==> config.mk <==
export PLATFORM = sky130hd
export DESIGN_NAME = multicycle_controller
export DESIGN_NICKNAME = d
export VERILOG_FILES = /design/src/rtl/riscv_pkg.sv /design/src/rtl/multicycle_controller.sv
export SDC_FILE = /design/constraint.sdc
export NUM_CORES = 1
export LEC_CHECK = 0
export CORE_UTILIZATION = 35
export DETAILED_ROUTE_END_ITERATION = 7
export PLACE_DENSITY = 0.84
export SYNTH_ARGS = -nofsm -noshare
export SYNTH_HDL_FRONTEND = slang
export SYNTH_SLANG_ARGS = --single-unit
==> constraint.sdc <==
create_clock -name clock -period 3.1 [get_ports clock]
set_input_delay 0.775 -clock clock [delete_from_list [all_inputs] [get_ports clock]]
set_output_delay 0.775 -clock clock [all_outputs]
set_load 0.05 [all_outputs]
==> src/rtl/riscv_pkg.sv <==
// Shared encodings for the multicycle controller: FSM states, supported opcodes and
// the ALU control field values driven towards the datapath.
package riscv_pkg;

    typedef enum logic [3:0] {
        StFetch    = 4'd0,
        StDecode   = 4'd1,
        StMemAddr  = 4'd2,
        StMemRead  = 4'd3,
        StMemWb    = 4'd4,
        StMemWrite = 4'd5,
        StExecute  = 4'd6,
        StRwb      = 4'd7,
        StBranch   = 4'd8
    } ctrl_state_e;

    localparam logic [6:0] OP_LOAD   = 7'b0000011;
    localparam logic [6:0] OP_STORE  = 7'b0100011;
    localparam logic [6:0] OP_RTYPE  = 7'b0110011;
    localparam logic [6:0] OP_BRANCH = 7'b1100011;

    localparam logic [1:0] ALU_OP_ADD   = 2'b00;
    localparam logic [1:0] ALU_OP_SUB   = 2'b01;
    localparam logic [1:0] ALU_OP_FUNCT = 2'b10;

    localparam logic [1:0] ALU_B_RS2  = 2'b00;
    localparam logic [1:0] ALU_B_FOUR = 2'b01;
    localparam logic [1:0] ALU_B_IMM  = 2'b10;

    function automatic logic is_legal_opcode(input logic [6:0] op);
        return (op == OP_LOAD) || (op == OP_STORE) || (op == OP_RTYPE) || (op == OP_BRANCH);
    endfunction

endpackage

==> src/rtl/multicycle_controller.sv <==
// Moore control FSM for a multicycle RISC-V datapath (LD, SD, R-format, BEQ) with
// memory wait states stretched by memReady.
module multicycle_controller
    import riscv_pkg::*;
#(
    parameter int unsigned OPCODE_WIDTH = 7,
    parameter int unsigned STATE_WIDTH  = 4
) (
    input  logic                    clock,
    input  logic                    reset,
    input  logic [OPCODE_WIDTH-1:0] opcode,
    input  logic                    memReady,
    output logic                    pcWrite,
    output logic                    pcWriteCond,
    output logic                    pcSource,
    output logic                    iorD,
    output logic                    irWrite,
    output logic                    memoryRead,
    output logic                    memoryWrite,
    output logic                    memoryToRegister,
    output logic                    regWrite,
    output logic                    ALUSrcA,
    output logic [1:0]              ALUSrcB,
    output logic [1:0]              ALUOp,
    output logic                    illegalOpcode,
    output logic                    retired,
    output logic [STATE_WIDTH-1:0]  state
);

    ctrl_state_e state_q, state_d;
    logic [6:0]  op;

    assign op = opcode[6:0];

    always_ff @(posedge clock) begin
        if (reset) begin
            state_q <= StFetch;
        end else begin
            state_q <= state_d;
        end
    end

    always_comb begin
        state_d = state_q;
        case (state_q)
            StFetch:    if (memReady) state_d = StDecode;
            StDecode: begin
                if (op == OP_LOAD || op == OP_STORE) begin
                    state_d = StMemAddr;
                end else if (op == OP_RTYPE) begin
                    state_d = StExecute;
                end else if (op == OP_BRANCH) begin
                    state_d = StBranch;
                end else begin
                    state_d = StFetch;
                end
            end
            StMemAddr:  state_d = (op == OP_LOAD) ? StMemRead : StMemWrite;
            StMemRead:  if (memReady) state_d = StMemWb;
            StMemWb:    state_d = StFetch;
            StMemWrite: if (memReady) state_d = StFetch;
            StExecute:  state_d = StRwb;
            StRwb:      state_d = StFetch;
            StBranch:   state_d = StFetch;
            default:    state_d = StFetch;
        endcase
    end

    // Outputs are forced low while reset is high so an abandoned access is dropped at once.
    always_comb begin
        pcWrite          = 1'b0;
        pcWriteCond      = 1'b0;
        pcSource         = 1'b0;
        iorD             = 1'b0;
        irWrite          = 1'b0;
        memoryRead       = 1'b0;
        memoryWrite      = 1'b0;
        memoryToRegister = 1'b0;
        regWrite         = 1'b0;
        ALUSrcA          = 1'b0;
        ALUSrcB          = ALU_B_RS2;
        ALUOp            = ALU_OP_ADD;
        illegalOpcode    = 1'b0;
        retired          = 1'b0;
        state            = '0;
        if (!reset) begin
            state = STATE_WIDTH'(state_q);
            case (state_q)
                StFetch: begin
                    memoryRead = 1'b1;
                    ALUSrcB    = ALU_B_FOUR;
                    irWrite    = memReady;
                    pcWrite    = memReady;
                end
                StDecode: begin
                    ALUSrcB       = ALU_B_IMM;
                    illegalOpcode = !is_legal_opcode(op);
                end
                StMemAddr: begin
                    ALUSrcA = 1'b1;
                    ALUSrcB = ALU_B_IMM;
                end
                StMemRead: begin
                    memoryRead = 1'b1;
                    iorD       = 1'b1;
                end
                StMemWb: begin
                    regWrite         = 1'b1;
                    memoryToRegister = 1'b1;
                    retired          = 1'b1;
                end
                StMemWrite: begin
                    memoryWrite = 1'b1;
                    iorD        = 1'b1;
                    retired     = memReady;
                end
                StExecute: begin
                    ALUSrcA = 1'b1;
                    ALUOp   = ALU_OP_FUNCT;
                end
                StRwb: begin
                    regWrite = 1'b1;
                    retired  = 1'b1;
                end
                StBranch: begin
                    ALUSrcA     = 1'b1;
                    ALUOp       = ALU_OP_SUB;
                    pcWriteCond = 1'b1;
                    pcSource    = 1'b1;
                    retired     = 1'b1;
                end
                default: ;
            endcase
        end
    end

endmodule

==> qor.txt <==
Total GRT Usage: 0.2183
Worst endpoint required time: 2320 ps
Fin worst setup slack: 101.1 ps
First-pass GRT wire length: 2421 um
Worst rel slew slack: 0.5865
#FFs+latches synth: 4
Die area: 1690 um^2
Final #Nets: 116
DR pass1 iterations: 3
Iter 0 DRT Violations: 22
Num rows: 13
Yosys cell types: 34
Core area: 1366 um^2
Worst min-delay path class: flip-flop to flip-flop
Fillers: 95
Psw: 0.06865 mW
Drt wl/cell: 13.25 um
YS warnings: 0
Fraction of registers with async set/reset: 0
Io pins: 30
Vias in the first global route: 567
Synth area leader: dfxtp_1
CTS hold repair buffers: 0
Worst setup startpoint: reset
Routed WL: 1577 um
Most frequent cells after synthesis: nor3_1, nor2_1, o21ai_0
Final Max Slew Viols: 0
Sw Share: 0.3305
Ratio of cells with drive above 1 in the final layout: 0.3558
Routed Antenna Nets: 0
Post-Syn Area per Cell: 7.336 um^2
Reg clk slew, reported paths: 40 ps
Cells after Synth: 73
Reg power frac: 0.270
Largest reg by FF count: state_q
Max-cap violations: 0
IO Port Bufs: 29
Crit Path Category: primary input to output port
Largest net degree at the start of global routing: 17
Post-CTS Setup Bufs: 0
Biggest regs: state_q: 4 flops
Slew @ Worst Pin: 619.5 ps
Post-DR vias/cell: 5.672
Cell Area, Synth: 535.5 um^2
Clock root buffer: clkbuf_4
CP startpoint kind: primary input
HPWL Detailed: 1255 um
Reg2reg path depth: 4
Die Height: 41.12 um
Leak Pwr: 0.3876 nW
Reg-to-Reg Start: state_q[0]
Most numerous cell in the Yosys netlist: nor3_1
Global route overflow: 0
CTS tree: yes
Clock Skews: 6.802 ps
Clock latency on the worst-skew pair: 240 ps
Antenna Cells: 0
Placer Congestion: 0.8691
CP max FO: 5
Outcome: finished, final reports clean
Max VDD drop: 0.0001613 V
Post-synth top area share: 0.1495
Post-route minimum period: 2999 ps
Maximum clock rate: 333.5 MHz
Final setup vio count: 0
DIE WIDTH: 41.12 um
Vias: 675
CTS HTree Levels: 1
Clk pwr share: 0.324
R2R Setup Slk: 1490 ps
Pre-CTS setup slack: 104.6 ps
CTS buffer count: 3
Post-synth EDFFs: 0
Comb power frac: 0.406
Pwr/cell area: 192.6 nW/um^2
Register area share after synthesis: 0.1495
Worst R2R End: state_q[2]
Max FFs per register: 4
Starting Density: 0.3919
Resize count post-CTS: 0
Final number of hold-violating endpoints: 0
Initial antenna violation count: 0
CTS Buffer Depth: 2
Syn Nets: 83
CTS sink count: 4
Crit share post-route: 0.9674
Worst Setup EP: illegalOpcode
Top FF cell, synth: dfxtp_1
# DRC: 0
RSZ-0062 raised after global routing: no
Final TNS setup: 0 ps
Area contributors post-synth: dfxtp_1, nor3_1, nor2_1
Hold depth: 3
P_int: 0.1390 mW
Worst Setup End Kind: output port
Layout area overhead: 101.4%
CP Data Arrival Time: 2220 ps
-- logic make-up after synthesis --
family / Yosys count / synth area share
AO/OA/AOI/OAI: 14 / 0.1706
XOR/XNOR: 2 / 0.03272
buffers and inverters: 8 / 0.1215
flip-flops: 4 / 0.1495
AND/OR/NAND/NOR: 45 / 0.5257
-- layout by cell type, fill, tap and decap left out, drive strengths merged --
cell,n
buf,25
clkdlybuf4s50,9
nor3,9
nor2,8
o21ai,5
nand2b,4
nand2,4
dfxtp,4
nor2b,3
nor3b,3
clkbuf,3
nor4,3
inv,2
nor4b,2
a21oi,2
or3,2
or2b,2
a31oi,1
o22a,1
nand4bb,1
or2,1
xor2,1
a211oi,1
xnor2,1
and2,1
a221oi,1
or4,1
a21boi,1
a311oi,1
o32ai,1
nand3b,1
-- final cells by class --
type	count	area [um^2]	area share
Clock buffer	3	22.52	0.02088
Inverter	2	7.507	0.006961
Multi-Input combinational cell	61	421.7	0.3910
Sequential cell	4	80.08	0.07425
Tap cell	15	18.77	0.01740
Timing Repair Buffer	34	528.0	0.4896
-- power by group through the flow --
stage               logic, mW  clock network, mW  registers (mW)
global route           0.0885             0.0747          0.0564
floorplan              0.0428                  0          0.0543
CTS                    0.0844             0.0670          0.0561
global placement       0.0821                  0          0.0568
detailed placement     0.0843                  0          0.0568
finish                 0.0843             0.0672          0.0562
-- through the flow --
| stage | hold slack [ps] | power [mW] | std cells | cell area, um^2 | utilization |
|---|---|---|---|---|---|
| after CTS | 732.8 | 0.2075 | 119 | 1079 | 0.7894 |
| after global placement | 734.5 | 0.1388 | 116 | 1056 | 0.7729 |
| after floorplan | 631.0 | 0.09717 | 73 | 566.8 | - |
| after detailed placement | 730.9 | 0.1411 | 116 | 1056 | 0.7729 |
| after global routing | 810.6 | 0.2197 | 119 | 1079 | 0.7894 |
| final | 747.3 | 0.2077 | 119 | 1079 | 0.7894 |
-- how the worst min path moves through the flow --
stage	start	to	slack, ps
final	state_q[3]	state_q[1]	750
after global routing	state_q[3]	state_q[0]	810
after detailed placement	state_q[3]	state_q[1]	730
after floorplan	state_q[3]	state_q[1]	630
after global placement	state_q[3]	state_q[1]	730
after CTS	state_q[3]	state_q[1]	730
-- metal layers --
layer | vias to the layer above | GRT usage | share of wire
met5 | - | 0 | 0
met4 | 0 | 0.07258 | 0.023
met3 | 4 | 0.06522 | 0.064
met2 | 31 | 0.3906 | 0.51
met1 | 303 | 0.2419 | 0.40
li1 | 337 | - | -
-- critical path, cell delays in order --
cell and delay [ps]:
clkdlybuf4s50_1 480, or3_4 400, nor3_1 270, buf_4 170, buf_12 120
(Power assumes the default switching activity.)
